$ cat config.mk
export PLATFORM = sky130hd
export DESIGN_NAME = adder_arbiter
export DESIGN_NICKNAME = d
export VERILOG_FILES = /design/src/rtl/adder_arbiter.sv
export SDC_FILE = /design/constraint.sdc
export NUM_CORES = 1
export LEC_CHECK = 0
export BUFFER_PORTS_ARGS = -buffer_cell sky130_fd_sc_hd__buf_2
export CORE_MARGIN = 1.5
export CORE_UTILIZATION = 52
export CTS_CLUSTER_SIZE = 20
export DETAILED_ROUTE_END_ITERATION = 8
export GPL_ROUTABILITY_DRIVEN = 0
export HOLD_SLACK_MARGIN = 0.05
export PLACE_DENSITY = 0.87
export SYNTH_ARGS = -nofsm -noshare
export SYNTH_HDL_FRONTEND = slang
export SYNTH_SLANG_ARGS = --single-unit
$ cat constraint.sdc
create_clock -name clk -period 6.9 [get_ports clk]
set_input_delay 0.345 -clock clk [delete_from_list [all_inputs] [get_ports clk]]
set_output_delay 0.345 -clock clk [all_outputs]
set_load 0.02 [all_outputs]
$ cat src/rtl/adder_arbiter.sv
// Round-robin arbiter that lets NREQ requesters share a single adder, one operation
// in flight at a time, with a done timeout and one-hot response routing.
module adder_arbiter #(
  parameter int NREQ    = 4,
  parameter int WIDTH   = 8,
  parameter int TIMEOUT = 16,
  localparam int IDW    = $clog2(NREQ),
  localparam int CW     = $clog2(TIMEOUT)
) (
  input  logic                  clk,
  input  logic                  rst,
  input  logic [NREQ-1:0]       req_valid,
  input  logic [NREQ*WIDTH-1:0] req_a,
  input  logic [NREQ*WIDTH-1:0] req_b,
  output logic [NREQ-1:0]       req_ready,
  output logic [WIDTH-1:0]      add_a,
  output logic [WIDTH-1:0]      add_b,
  output logic                  add_valid,
  input  logic [WIDTH:0]        add_sum,
  input  logic                  add_done,
  output logic [NREQ-1:0]       rsp_valid,
  output logic [WIDTH:0]        rsp_sum,
  output logic                  rsp_err,
  output logic                  busy,
  output logic [IDW-1:0]        grant_id
);

  typedef enum logic [1:0] {
    S_IDLE,
    S_ISSUE,
    S_WAIT,
    S_RESP
  } state_e;

  localparam logic [IDW:0]  NREQ_W   = (IDW+1)'(NREQ);
  localparam logic [IDW-1:0] LAST_ID = IDW'(NREQ-1);
  // Counter value in the last ISSUE/WAIT cycle before the operation is abandoned.
  localparam logic [CW-1:0] CNT_LAST = CW'(TIMEOUT-1);

  state_e           state_q, state_d;
  logic [IDW-1:0]   ptr_q, ptr_d;
  logic [IDW-1:0]   gid_q, gid_d;
  logic [CW-1:0]    cnt_q, cnt_d;
  logic [WIDTH-1:0] a_q, a_d;
  logic [WIDTH-1:0] b_q, b_d;
  logic [WIDTH:0]   sum_q, sum_d;
  logic             err_q, err_d;

  logic [NREQ-1:0]  rot;
  logic [IDW-1:0]   off;
  logic [IDW:0]     sum_idx;
  logic [IDW-1:0]   win_idx;
  logic             win_vld;

  // Rotate the request vector so bit 0 is the requester at ptr, pick the lowest set
  // bit, then map the offset back to an absolute index modulo NREQ.
  always_comb begin
    // NOTE: every variable assigned in a combinational block gets a default first,
    // so no path through the block leaves it unassigned and no latch is inferred.
    rot     = NREQ'({req_valid, req_valid} >> ptr_q);
    win_vld = |rot;
    off     = '0;
    for (int k = NREQ-1; k >= 0; k--) begin
      if (rot[k]) off = IDW'(k);
    end
    sum_idx = {1'b0, ptr_q} + {1'b0, off};
    if (sum_idx >= NREQ_W) sum_idx = sum_idx - NREQ_W;
    win_idx = sum_idx[IDW-1:0];
  end

  always_comb begin
    state_d = state_q;
    ptr_d   = ptr_q;
    gid_d   = gid_q;
    cnt_d   = cnt_q;
    a_d     = a_q;
    b_d     = b_q;
    sum_d   = sum_q;
    err_d   = err_q;
    unique case (state_q)
      S_IDLE: begin
        if (win_vld) begin
          state_d = S_ISSUE;
          a_d     = req_a[int'(win_idx)*WIDTH +: WIDTH];
          b_d     = req_b[int'(win_idx)*WIDTH +: WIDTH];
          gid_d   = win_idx;
          cnt_d   = '0;
          sum_d   = '0;
          err_d   = 1'b0;
        end
      end
      S_ISSUE, S_WAIT: begin
        if (add_done) begin
          state_d = S_RESP;
          sum_d   = add_sum;
          err_d   = 1'b0;
        end else if (cnt_q == CNT_LAST) begin
          state_d = S_RESP;
          sum_d   = '0;
          err_d   = 1'b1;
        end else begin
          state_d = S_WAIT;
          cnt_d   = cnt_q + CW'(1);
        end
      end
      S_RESP: begin
        state_d = S_IDLE;
        ptr_d   = (gid_q == LAST_ID) ? '0 : gid_q + IDW'(1);
      end
      default: state_d = S_IDLE;
    endcase
  end

  always_ff @(posedge clk or negedge rst) begin
    // NOTE: state registers use non-blocking assignments so every flop samples the
    // values from before the edge, independent of statement order.
    if (!rst) begin
      state_q <= S_IDLE;
      ptr_q   <= '0;
      gid_q   <= '0;
      cnt_q   <= '0;
      a_q     <= '0;
      b_q     <= '0;
      sum_q   <= '0;
      err_q   <= 1'b0;
    end else begin
      state_q <= state_d;
      ptr_q   <= ptr_d;
      gid_q   <= gid_d;
      cnt_q   <= cnt_d;
      a_q     <= a_d;
      b_q     <= b_d;
      sum_q   <= sum_d;
      err_q   <= err_d;
    end
  end

  always_comb begin
    req_ready = '0;
    rsp_valid = '0;
    if (state_q == S_IDLE && win_vld) req_ready[win_idx] = 1'b1;
    if (state_q == S_RESP) rsp_valid[gid_q] = 1'b1;
  end

  assign add_a     = a_q;
  assign add_b     = b_q;
  assign add_valid = (state_q == S_ISSUE);
  assign rsp_sum   = (state_q == S_RESP) ? sum_q : '0;
  assign rsp_err   = (state_q == S_RESP) ? err_q : 1'b0;
  assign busy      = (state_q != S_IDLE);
  assign grant_id  = gid_q;

endmodule

After elaboration in Yosys (flattened, before gate mapping)
Index checks and enable logic that the tools add are counted.
{ "word_totals": {"elab_cells": 70, "input_bits": 80, "regBits": 36, "out_inout_bits": 38} }
{ "op_classes": {"reduce_logical": 11, "n_lt_le_gt_ge": 5, "eq_ne": 9, "n_mux": 30, "addsub": 4, "n_shift": 3} }
{ "ops": {"columns": ["op", "count"], "rows": [
  ["$shiftx A32 B6 Y8", 2],
  ["$mux W9", 4],
  ["$mux W4", 5],
  ["$pmux W9 S2", 1],
  ["$mux W2", 7],
  ["$mux W1", 8],
  ["$pmux W4 S2", 1],
  ["$shr A8 B2 Y4", 1],
  ["$eq A2 B2 Y1 const B", 3],
  ["$lt A2 B3 Y1 const B", 2],
  ["$ne A2 B2 Y1 const B", 3],
  ["$pmux W2 S3", 1],
  ["$add A4 B1 Y4 const B", 1],
  ["$demux W1 S2", 2],
  ["$eq A4 B4 Y1 const B", 1],
  ["$ge A2 B1 Y1 const B", 2],
  ["$reduce_and A4 Y1", 1],
  ["$reduce_bool A2 Y1", 2],
  ["$reduce_or A4 Y1", 1],
  ["$add A2 B2 Y3", 1],
  ["$ge A3 B3 Y1 const B", 1],
  ["$logic_and A1 B1 Y1", 3],
  ["$ne A3 B3 Y1 const B", 1],
  ["$reduce_and A3 Y1", 1],
  ["7 further kinds", 7]
]} }

Depth between registers and ports, before layout
Gate-level depths: netlist of run 1.
{ "logic_depth": {"word_depth": 13, "depth_mapped": 11, "depth_no_buf": 10} }

Least setup slack after synthesis of run 1
Ideal clock, no wire load.
{ "synth_path": {"path_kind": "reg2out", "startpoint": "register ptr_q[0]", "endpoint": "output port req_ready[2]", "required_time_ps": 6555, "path_slack_ps": 4127, "path_buffers": 2, "arrival_ps": 2428, "stages_incl_launch_ff": 11, "cell_sequence": "dfrtp_1 > buf_4 > o311ai_0 > o21ai_0 > o221ai_1 > ha_1 > xnor2_1 > nor4_4 > buf_4 > nor2_2 > nor3_2"} }
{ "synth_via": {"elab_chain_len": 13, "word_cells_on_any_way": 17, "classes_between": "2 x add/sub; 3 x order compare; 1 x shift; 8 x mux; 3 x reduce/logical"} }
{ "synth_rtl": {"columns": ["element", "line_no", "rtl"], "rows": [
  ["start, declared", "41", "logic [IDW-1:0] ptr_q, ptr_d;"],
  ["start signal, assigned", "128", "ptr_q <= ptr_d;"],
  ["$shr A8 B2 Y4", "60", "rot = NREQ'({req_valid, req_valid} >> ptr_q);"],
  ["$mux W2 (4 in a row)", "64", "if (rot[k]) off = IDW'(k);"],
  ["$add A2 B2 Y3", "66", "sum_idx = {1'b0, ptr_q} + {1'b0, off};"],
  ["$ge A3 B3 Y1 or $sub A2 B1 Y2 (tied branches)", "67", "if (sum_idx >= NREQ_W) sum_idx = sum_idx - NREQ_W;"],
  ["$mux W2", "67", null],
  ["$lt A2 B3 Y1 (not written as such) or $ge A2 B1 Y1 (tied branches)", "141", "if (state_q == S_IDLE && win_vld) req_ready[win_idx] = 1'b1;"],
  ["$logic_and A1 B1 Y1 (not written as such)", "141", null],
  ["$mux W1 (not written as such)", "141", null],
  ["$demux W1 S2", "141", null],
  ["$mux W4 *", "141", null],
  ["end, declared", "15", "output logic [NREQ-1:0] req_ready,"]
]} }
Every way passes the cells marked *; elsewhere a longest branch is shown, timed or not.

Worst setup path after layout of run 1
{ "layout_path": {"startpoint": "register ptr_q[0]", "endpoint": "output port req_ready[0]"} }
The elaborated chain is that of the path after synthesis.

==> metrics.log, run 1 <==
[metrics] number of optimization iterations in the first detailed-route pass: 5
[metrics] maximum frequency from static timing analysis: 305 MHz
[metrics] number of pins with negative max-slew slack in the final report: 0
[metrics] Routed met1 length: 2.70 mm
[metrics] Initial Utilization: 55.1%
[metrics] number of global-route vias before repair: 2339
[metrics] area taken by flip-flops and latches: 901 µm²
[metrics] number of CTS-inserted buffers: 5
[metrics] Vias per Instance: 5.51
[metrics] flip-flop and latch count after synthesis: 36
[metrics] PortBufs: 117
[metrics] maximum number of buffers from clock root to sink: 2
[metrics] die boundary width: 74.4 µm
[metrics] net count after synthesis: approximately 380
[metrics] power share of the sequential group: 21.8%
[metrics] async set-or-reset flop fraction in the synthesized netlist: 100%
[metrics] Post-CTS Resized: 0
[metrics] post-CTS setup buffer count: 0
[metrics] grt total ovfl: 0
[metrics] layout-stage area growth over the synthesis result: 25.6%
[metrics] number of cells produced by synthesis: 286
[metrics] final-layout fill cell count: just over 400
[metrics] Post-Place Cells: 451
[metrics] Gate power share: 67.3%
[metrics] die height: 74.4 µm
[metrics] wire length of the first global-routing pass: ~11 mm
[metrics] setup repair after global routing missed its margin: false
[metrics] cell area after synthesis: 2650 µm²
[metrics] highest net fanout along the worst path: 17
[metrics] fraction of power spent switching nets: 51.4%
[metrics] data required time of the worst path: 6550 ps
[metrics] Die ar.: 5540 µm²
[metrics] reported max-cap violation count: 0
[metrics] WL final: ~6.6 mm
[metrics] clock edge transition at the registers on the reported setup and hold paths: 80 ps
[metrics] ys flop type: dfrtp_1
[metrics] number of antenna repair diodes: 0
[metrics] Critical Path AT: 2930 ps
[metrics] met3 layer wire length in the routed design: between 500 and 600 µm
[metrics] library cell occupying the most area in the post-synthesis netlist: dfrtp_1
[metrics] clock latency on the worst-skew pair: about 290 ps
[metrics] first-iteration detailed-routing DRC count: 114
[metrics] detailed placement HPWL: 5.02 mm
[metrics] count of final hold-check violations: 0
[metrics] WL/cell: 14.3 µm
[metrics] Sink Count: 36
[metrics] post-route antenna net violation count: 0
[metrics] share of layout cells above drive strength 1: 40.3%
[metrics] count of flip-flops with a built-in enable after synthesis: 0
[metrics] count of unresolved DRC violations after routing: 0
[metrics] Max-Slew Margin vs Limit: 29.3%
[metrics] non-filler instance count after layout: 459
[metrics] GRT Overall Usage: 25.3%
[metrics] multi-input gate area in the final layout: about 1600 µm²
[metrics] total length of routed met2 wires: 3.23 mm
[metrics] H-tree depth: 2
[metrics] total setup violations reported at the end of the flow: 0
[metrics] Setup TNS: 0 ps
[metrics] average size of a mapped cell: a little over 9 µm²
[metrics] Worst Max-Slew Pin Slew: roughly 1100 ps
[metrics] kind of critical path: reg -> out
[metrics] Cell Rows: 25
[metrics] clock tree from TritonCTS: done
[metrics] critical path startpoint: ptr_q[0]$_DFFE_PN0P_
[metrics] termination of the worst setup path: req_ready[0]
[metrics] sequential area share after synthesis: 34.0%
[metrics] final clock skew: 4.86 ps
[metrics] area share of the largest cell type after synthesis: between 30 and 40%
[metrics] Internal Power: 0.837 mW
[metrics] post-route fraction of the period consumed by the critical path: 47.5%
[metrics] result of the run: completed
[metrics] Final Total Pwr: about 1.7 mW
[metrics] Worst Reg2Reg Path Length in Cells: 8
[metrics] Yosys Warn Count: 0
[metrics] min-delay worst type: in -> async
[metrics] dominant cells by area after synthesis: dfrtp_1 34%, nor2b_1 8.3%, a221oi_1 5.3%
[metrics] static power due to leakage: 1.57 nW
[metrics] vias post-DR: 2531
[metrics] post-synthesis cell type count: 50
[metrics] Startpoint Class: flip-flop
[metrics] uppermost routed layer: met4
[metrics] switching power summed over all nets: 0.886 mW
[metrics] CTS root buf: clkbuf_8
[metrics] Register-to-Register Setup Slack: ~4000 ps
[metrics] total number of nets in the final design: 480
[metrics] number of antenna violations at the first check in global routing: 0
[metrics] cell area power density: 517 nW/µm²
[metrics] shortest clock period the worst path allows after layout: 3280 ps
[metrics] Core ar.: about 4800 µm²
[metrics] Clk pwr share: 10.9%
[metrics] final core area utilization: 69.2%
[metrics] largest net degree at the start of global routing: 68
[metrics] CP Capture Type: output pin
[metrics] Hold Buf Count CTS: 0
[metrics] worst vdd rail ir drop: between 300 and 400 µV
[metrics] worst r2r src: ptr_q[0]$_DFFE_PN0P_
[metrics] endpoint of the most critical register-to-register path: add_b[3]$_DFFE_PN0P_
[metrics] Ports: about 120
==> Yosys cell counts, types with 3 or more instances <==
master and instances:
o21a_1 3, ha_1 9, nor2b_1 35, a2111oi_0 7, o31ai_2 9, nand2_1 37
dfrtp_1 36, a2111oi_2 9, nand3_1 14, o21ai_0 19, a221oi_1 16, nor2_1 5
clkbuf_1 12, o31ai_1 8, and2_1 15, buf_4 5, inv_1 8
==> power groups by stage <==
| stage | registers (mW) | clock network (mW) | logic (mW) |
|---|---|---|---|
| finish | 0.376 | 0.187 | 1.16 |
| global route | 0.388 | 0.198 | 1.30 |
| CTS | 0.375 | 0.190 | 1.17 |
| detailed placement | 0.376 | 0 | 1.17 |
| global placement | 0.374 | 0 | 1.14 |
| floorplan | 0.417 | 0 | 0.912 |
==> kinds of logic (layout without fill, tap and decap cells) <==
group / count (synthesis) / in the layout / share of synthesized area, %
AO/OA/AOI/OAI: 87 / 87 / 29.2
flip-flops: 36 / 36 / 34.0
AND/OR/NAND/NOR: 120 / 120 / 25.2
multiplexers: 2 / 2 / 0.802
buffers and inverters: 30 / 136 / 5.90
XOR/XNOR: 2 / 2 / 0.660
adder cells (fa/ha/maj): 9 / 9 / 4.25
==> critical path, stage by stage (launching register included) <==
cell and delay (ps):
dfrtp_1 510, o311ai_0 360, o21ai_0 180, o221ai_1 130, ha_2 250, xor2_1 320
nand4_2 410, nand2_1 230, nor3_1 60, buf_2 190
==> stage by stage <==
step	instance area (µm²)	hold WS, ps	worst slack, ps
finish	3330	134	3620
global route	3330	191	3340
CTS	3330	159	3630
detailed placement	3220	464	3970
global placement	3220	455	4150
floorplan	2650	49.4	4130
==> how the worst min path moves through the flow <==
| stage | start | endpoint | slack, ps | cells after the start |
|---|---|---|---|---|
| 6_report | rst | cnt_q[2]$_DFFE_PN0P_ | 130 | 1 |
| 3_5_place_dp | sum_q[8]$_DFFE_PN0P_ | sum_q[8]$_DFFE_PN0P_ | 460 | 2 |
| 5_1_grt | rst | sum_q[0]$_DFFE_PN0P_ | 190 | 1 |
| 2_1_floorplan | rst | add_a[0]$_DFFE_PN0P_ | 50 | 0 |
| 4_1_cts | rst | cnt_q[0]$_DFFE_PN0P_ | 160 | 1 |
| 3_3_place_gp | add_b[0]$_DFFE_PN0P_ | add_b[0]$_DFFE_PN0P_ | 460 | 2 |
==> metal layers <==
layer,GRT usage (%),vias up
met1,31.6,1140
met5,0,-
met4,7.88,0
met2,41.9,116
li1,-,1262
met3,7.99,13
==> layout by cell type (no fill, tap or decap), types with 8 or more instances in the layout <==
master	instances
o31ai_1	8
o31ai_2	9
inv_1	8
dfrtp_1	36
nor2b_1	35
a2111oi_2	9
a221oi_1	16
nand3_1	14
nand2_1	37
buf_2	117
ha_1	8
and2_1	15
o21ai_0	19
==> final cells by class <==
| type | count | share of cell area, % |
|---|---|---|
| well taps | 67 | 2.52 |
| clock buffers | 5 | 2.07 |
| inverters | 8 | 0.901 |
| clock inverters | 3 | 1.28 |
| flip-flops and latches | 36 | 27.0 |
| multi-input cells | 220 | 48.0 |
| repair buffers | 120 | 18.3 |
==> registers in the layout (all words and copies together), names as in the netlist <==
name	cells
sum_q	9
add_a	8
add_b	8
cnt_q	4
grant_id	2
ptr_q	2
state_q	2
err_q	1
No activity file was read; power rests on OpenSTA's default activity.
==> run 2, diff against run 1 <==
--- a/config.mk
+++ b/config.mk
@@ -7,12 +7,12 @@
 export LEC_CHECK = 0
 export BUFFER_PORTS_ARGS = -buffer_cell sky130_fd_sc_hd__buf_2
 export CORE_MARGIN = 1.5
-export CORE_UTILIZATION = 52
+export CORE_UTILIZATION = 48
 export CTS_CLUSTER_SIZE = 20
 export DETAILED_ROUTE_END_ITERATION = 8
 export GPL_ROUTABILITY_DRIVEN = 0
 export HOLD_SLACK_MARGIN = 0.05
-export PLACE_DENSITY = 0.87
+export PLACE_DENSITY = 0.81
 export SYNTH_ARGS = -nofsm -noshare
 export SYNTH_HDL_FRONTEND = slang
 export SYNTH_SLANG_ARGS = --single-unit
==> constraint.sdc (replaced) <==
create_clock -name clk -period 3.4 [get_ports clk]
set_input_delay 0.17 -clock clk [delete_from_list [all_inputs] [get_ports clk]]
set_output_delay 0.17 -clock clk [all_outputs]
set_load 0.02 [all_outputs]
==> run 2 against run 1 <==
Net effect: total power grew 120%; clock skew down 0.87 ps; register-to-register slack got worse by 3400 ps; first-iteration DRC count down 43%; sequential share of layout area decreased by 0.59 points; final cell count is 0.87% higher; via count decreased by 2.4%; non-clock buffer count rose by 1; die area rose by 8.0%; critical endpoint unchanged; highest routed layer unchanged.
==> metrics.log, run 2 (synthesized netlist as in run 1, its figures left out) <==
[metrics] uppermost routed layer: met4
[metrics] post-route fraction of the period consumed by the critical path: 88.6%
[metrics] worst-path cell chain: o311ai_0 > o21ai_0 > o221ai_1 > ha_2 > xor2_1 > nand4_2 > nand2_1 > nor3_1 > buf_2
[metrics] number of antenna violations at the first check in global routing: 0
[metrics] clock tree from TritonCTS: done
[metrics] Setup TNS: 0 ps
[metrics] Post-CTS Resized: 0
[metrics] setup repair after global routing missed its margin: false
[metrics] final clock skew: 3.99 ps
[metrics] Die ar.: 5980 µm²
[metrics] number of pins with negative max-slew slack in the final report: 0
[metrics] Core ar.: around 5200 µm²
[metrics] cell area power density: 1090 nW/µm²
[metrics] power share of the sequential group: 20.5%
[metrics] Initial Utilization: 51.0%
[metrics] Internal Power: about 1.9 mW
[metrics] Clk pwr share: 14.1%
[metrics] summed area of non-filler cells in the final layout: 3410 µm²
[metrics] Max-Slew Margin vs Limit: between 20% and 30%
[metrics] maximum frequency from static timing analysis: between 300 and 400 MHz
[metrics] Gate power share: 65.4%
[metrics] total setup violations reported at the end of the flow: 0
[metrics] Worst Max-Slew Pin Slew: roughly 1100 ps
[metrics] wire length of the first global-routing pass: between 10 and 15 mm
[metrics] top library cells by usage in the layout, fill and taps aside: 117 x buf_2, 37 x nand2_1, 36 x dfrtp_1, 35 x nor2b_1, 19 x o21ai_0
[metrics] Vias per Instance: around 5.3
[metrics] GRT Overall Usage: 23.1%
[metrics] Routed met1 length: 2.80 mm
[metrics] first-iteration detailed-routing DRC count: 65
[metrics] die boundary width: 77.3 µm
[metrics] Startpoint Class: flip-flop
[metrics] count of unresolved DRC violations after routing: 0
[metrics] WL final: approximately 6.7 mm
[metrics] final-layout fill cell count: 433
[metrics] total length of routed met2 wires: 3.28 mm
[metrics] PortBufs: 117
[metrics] H-tree depth: 2
[metrics] number of global-route vias before repair: 2453
[metrics] kind of critical path: reg -> out
[metrics] grt total ovfl: 0
[metrics] max FFs per register: 9
[metrics] WL/cell: 14.4 µm
[metrics] Ports: 118
[metrics] vias post-DR: 2471
[metrics] Critical Path AT: 2840 ps
[metrics] switching power summed over all nets: 1.82 mW
[metrics] number of optimization iterations in the first detailed-route pass: 4
[metrics] met3 layer wire length in the routed design: 469 µm
[metrics] largest net degree at the start of global routing: 49
[metrics] worst vdd rail ir drop: 747 µV
[metrics] clock latency on the worst-skew pair: 280 ps
[metrics] CTS root buf: clkbuf_8
[metrics] layout-stage area growth over the synthesis result: 28.4%
[metrics] register name with the most flops: sum_q
[metrics] die height: 77.3 µm
[metrics] count of final hold-check violations: 0
[metrics] cell with the largest stage delay on the worst path: dfrtp_1
[metrics] static power due to leakage: 1.60 nW
[metrics] number of CTS-inserted buffers: 5
[metrics] fraction of power spent switching nets: 48.9%
[metrics] result of the run: completed
[metrics] clock edge transition at the registers on the reported setup and hold paths: 80 ps
[metrics] min-delay worst type: in -> reg
[metrics] instance area at placement: 3240 µm²
[metrics] number of antenna repair diodes: 0
[metrics] delay contributed by the slowest stage of the critical path: about 500 ps
[metrics] Sink Count: 36
[metrics] maximum number of buffers from clock root to sink: 2
[metrics] Buf/Inv on CP: 1
[metrics] Cell Rows: 26
[metrics] reported max-cap violation count: 0
[metrics] highest net fanout along the worst path: 17
[metrics] share of layout cells above drive strength 1: between 40 and 50%
[metrics] most common library cell in the layout ignoring fill and taps: buf_2
[metrics] shortest clock period the worst path allows after layout: 3010 ps
[metrics] CP Capture Type: output pin
[metrics] detailed placement HPWL: 4.99 mm
[metrics] data required time of the worst path: 3230 ps
[metrics] post-CTS setup buffer count: 0
[metrics] total number of nets in the final design: slightly below 500
[metrics] post-route antenna net violation count: 0
[metrics] kind of cell with the highest combined delay on the critical path: simple AND/OR/NAND/NOR gates
[run 2: cell types whose count changed in the layout (fill, tap and decap cells not counted)]
cell,before,now
bufinv_16,1,3
buf_12,0,1
buf_4,3,2
clkinv_2,1,0
clkinvlp_4,1,0
dlygate4sd3_1,0,1
[run 2: worst register-to-register path, cell delays in order (launching register included)]
cell	delay, ps
dfrtp_1	500
o311ai_0	340
o21ai_0	140
o221ai_1	100
ha_2	230
xor2_1	310
nand4_2	440
a221oi_1	560
o31ai_2	100
[run 2: what timing repair did]
action                                 CTS  global route
setup endpoints to repair                0             0
hold buffers                             1             0
endpoints found under the hold margin   36             0
[run 2: power groups by stage]
stage          combinational, mW  sequential, mW  clock (mW)
5_1_grt                     2.69           0.792       0.556
3_3_place_gp                2.38           0.759           0
3_5_place_dp                2.44           0.764           0
6_report                    2.43           0.761       0.525
4_1_cts                     2.45           0.760       0.536
2_1_floorplan               1.85           0.846           0
[run 2: through the flow]
step,total power [mW],hold WS [ps],util (%),setup slack (ps),cells
floorplan,2.70,-126,-,802,286
finish,3.71,148,65.4,389,463
CTS,3.75,138,65.4,359,463
detailed placement,3.21,313,62.2,567,454
global route,4.04,139,65.4,120,463
global placement,3.14,308,62.2,701,454
[run 2: layer usage]
metal	vias up	track usage, %
li1	1261	-
met1	1096	28.6
met2	104	39.8
met3	10	5.53
met4	0	7.09
met5	-	0
[run 2: worst paths after layout]
check | from | end | slack, ps | cells past startpoint
setup / recovery | ptr_q[0]$_DFFE_PN0P_ | req_ready[0] | 390 | 9
hold / removal | add_sum[8] | sum_q[8]$_DFFE_PN0P_ | 150 | 3
setup reg to reg | ptr_q[0]$_DFFE_PN0P_ | add_b[3]$_DFFE_PN0P_ | 560 | 8
hold reg to reg | sum_q[7]$_DFFE_PN0P_ | sum_q[7]$_DFFE_PN0P_ | 480 | 2
max in group asynchronous | rst | add_a[2]$_DFFE_PN0P_ | 2390 | 2
min in group asynchronous | rst | cnt_q[1]$_DFFE_PN0P_ | 510 | 2
[run 2: final cells by class]
class	instances	area [µm²]	area share, %
inverter	8	30.0	0.882
multi-input combinational	220	1600	46.9
tap	70	87.6	2.57
timing repair buffer	121	631	18.5
clock buffer	5	68.8	2.02
sequential	36	901	26.5
clock inverter	3	90.1	2.65
==> run 3, diff against run 2 <==
--- a/config.mk
+++ b/config.mk
@@ -6,6 +6,7 @@
 export NUM_CORES = 1
 export LEC_CHECK = 0
 export BUFFER_PORTS_ARGS = -buffer_cell sky130_fd_sc_hd__buf_2
+export CORE_ASPECT_RATIO = 1.2
 export CORE_MARGIN = 1.5
 export CORE_UTILIZATION = 48
 export CTS_CLUSTER_SIZE = 20
@@ -13,6 +14,7 @@
 export GPL_ROUTABILITY_DRIVEN = 0
 export HOLD_SLACK_MARGIN = 0.05
 export PLACE_DENSITY = 0.81
+export RECOVER_POWER = 25
 export SYNTH_ARGS = -nofsm -noshare
 export SYNTH_HDL_FRONTEND = slang
 export SYNTH_SLANG_ARGS = --single-unit
==> run 3 against run 2 <==
Net effect: the run now ends with max-capacitance violations, max-slew violations left; hold slack worse by 3.8 ps; sequential power about the same; design area shrank 2.7%; flip-flop and latch count unchanged.
==> metrics.log, run 3 (synthesized netlist as in run 1, its figures left out) <==
[metrics] Sink Count: 36
[metrics] Startpoint Class: flip-flop
[metrics] setup repair after global routing missed its margin: false
[metrics] WL/cell: 14.6 µm
[metrics] Vias per Instance: 5.62
[metrics] Ports: roughly 120
[metrics] Initial Utilization: 50.1%
[metrics] highest net fanout along the worst path: 17
[metrics] summed area of non-filler cells in the final layout: 3310 µm²
[metrics] H-tree depth: 2
[metrics] post-place setup slack: 602 ps
[metrics] Gate power share: 69.1%
[metrics] number of antenna repair diodes: 0
[metrics] grt total ovfl: 0
[metrics] GRT Overall Usage: 21.6%
[metrics] multi-input gate area in the final layout: 1600 µm²
[metrics] die boundary width: 70.9 µm
[metrics] static power due to leakage: 1.51 nW
[metrics] Clk pwr share: between 9 and 10%
[metrics] cell area power density: between 1000 and 1500 nW/µm²
[metrics] clock tree from TritonCTS: done
[metrics] violated checks: max-capacitance violations, max-slew violations
[metrics] number of pins with negative max-slew slack in the final report: 37
[metrics] count of unresolved DRC violations after routing: 0
[metrics] CTS root buf: clkbuf_8
[metrics] final-layout fill cell count: between 400 and 500
[metrics] number of optimization iterations in the first detailed-route pass: 4
[metrics] maximum frequency from static timing analysis: 335 MHz
[metrics] min-delay worst type: in -> reg
[metrics] worst-path cell chain: o311ai_0 > o21ai_0 > o221ai_1 > ha_2 > xor2_1 > nand4_2 > nand2_1 > nor3_1 > buf_2
[metrics] Cell Rows: 29
[metrics] Setup TNS: 0 ps
[metrics] max FFs per register: 9
[metrics] vias post-DR: 2564
[metrics] Core ar.: approximately 5300 µm²
[metrics] power share of the sequential group: a little over a fifth
[metrics] largest net degree at the start of global routing: 45
[metrics] first-iteration detailed-routing DRC count: 116
[metrics] post-route antenna net violation count: 0
[metrics] instance area at placement: between 3000 and 4000 µm²
[metrics] switching power summed over all nets: 1.82 mW
[metrics] WL final: 6.64 mm
[metrics] most common library cell in the layout ignoring fill and taps: buf_2
[metrics] delay contributed by the slowest stage of the critical path: 500 ps
[metrics] result of the run: finished with violations
[metrics] maximum number of buffers from clock root to sink: 2
[metrics] clock latency on the worst-skew pair: 290 ps
[metrics] total setup violations reported at the end of the flow: 0
[metrics] fraction of power spent switching nets: 52.0%
[metrics] die height: 84.4 µm
[metrics] Critical Path AT: 2820 ps
[metrics] number of antenna violations at the first check in global routing: 0
[metrics] worst vdd rail ir drop: ~580 µV
[metrics] cell with the largest stage delay on the worst path: dfrtp_1
[metrics] Post-Place Cells: 447
[metrics] post-route fraction of the period consumed by the critical path: 87.8%
[metrics] register name with the most flops: sum_q
[metrics] share of layout cells above drive strength 1: 35.3%
[metrics] count of final hold-check violations: 0
[metrics] data required time of the worst path: 3230 ps
[metrics] final clock skew: 5.00 ps
[metrics] Internal Power: between 1.5 and 2 mW
[metrics] number of CTS-inserted buffers: 5
[metrics] PortBufs: 117
[metrics] detailed placement HPWL: 5.06 mm
[metrics] wire length of the first global-routing pass: 10.6 mm
[metrics] non-filler instance count after layout: 456
[metrics] Max-Slew Margin vs Limit: -31.6%
[metrics] top library cells by usage in the layout, fill and taps aside: 98 x buf_2, 37 x nand2_1, 36 x dfrtp_1, 35 x nor2b_1, 20 x clkbuf_1
[metrics] Worst Max-Slew Pin Slew: 1970 ps
[metrics] number of global-route vias before repair: 2282
[metrics] total number of nets in the final design: 482
[metrics] kind of critical path: reg -> out
[metrics] final core area utilization: between 60 and 70%
[metrics] layout-stage area growth over the synthesis result: 25.0%
[metrics] CP Capture Type: output pin
[metrics] reported max-cap violation count: 1
[metrics] clock edge transition at the registers on the reported setup and hold paths: 70 ps
[metrics] shortest clock period the worst path allows after layout: about 3000 ps
[metrics] final setup slack of the worst path: just over 400 ps
[metrics] area taken by flip-flops and latches: 901 µm²
[metrics] Die ar.: 5980 µm²
## run 3: final cells by class
class | count | area share [%]
Sequential cell | 36 | 27.2
Tap cell | 62 | 2.34
Clock buffer | 7 | 2.60
Multi-Input combinational cell | 220 | 48.2
Clock inverter | 1 | 0.227
Inverter | 8 | 0.906
Timing Repair Buffer | 122 | 18.5
## run 3: power groups by stage
stage,combinational [mW],clock [mW],sequential [mW]
6_report,2.42,0.322,0.763
5_1_grt,2.68,0.346,0.792
3_5_place_dp,2.47,0,0.764
2_1_floorplan,1.85,0,0.846
4_1_cts,2.47,0.328,0.761
3_3_place_gp,2.39,0,0.758
## run 3: routing by layer
layer | part of all wire (%) | wire length (µm) | track usage (%)
met4 | 2.0 | 133 | 7.20
met1 | 41 | 2730 | 26.4
met5 | 0 | 0 | 0
met2 | 51 | 3420 | 38.1
met3 | 5.4 | 356 | 3.84
## run 3: path summary, 6_finish.rpt
kind	from	slack, ps	depth (start not counted)	to
min	add_sum[7]	140	3	sum_q[7]$_DFFE_PN0P_
max in group asynchronous	rst	1290	2	add_b[1]$_DFFE_PN0P_
max	ptr_q[0]$_DFFE_PN0P_	410	9	req_ready[0]
min in group asynchronous	rst	980	2	cnt_q[1]$_DFFE_PN0P_
max reg2reg	ptr_q[0]$_DFFE_PN0P_	600	8	add_b[6]$_DFFE_PN0P_
min reg2reg	sum_q[8]$_DFFE_PN0P_	470	2	sum_q[8]$_DFFE_PN0P_
## run 3: metrics by stage
| step | power, mW | hold slack, ps |
|---|---|---|
| floorplan | 2.70 | -126 |
| global placement | 3.15 | 312 |
| detailed placement | 3.23 | 311 |
| CTS | 3.56 | 143 |
| global route | 3.82 | 153 |
| finish | 3.51 | 144 |
## run 3: critical path: cells and delay by family, from the launching register on
family	cells	cell delay, ps
AOI/OAI and AO/OA	3	570
xor gates and xnor gates	1	310
buffers and inverters	1	180
DFF	1	500
adders and majority gates	1	230
and+or+nand+nor	3	740
## run 3: repair_timing
item                                   in CTS  in global routing
endpoints found under the hold margin      36                  0
resized for setup                           0                  0
hold buffers                                1                  0
setup buffers                               0                  0
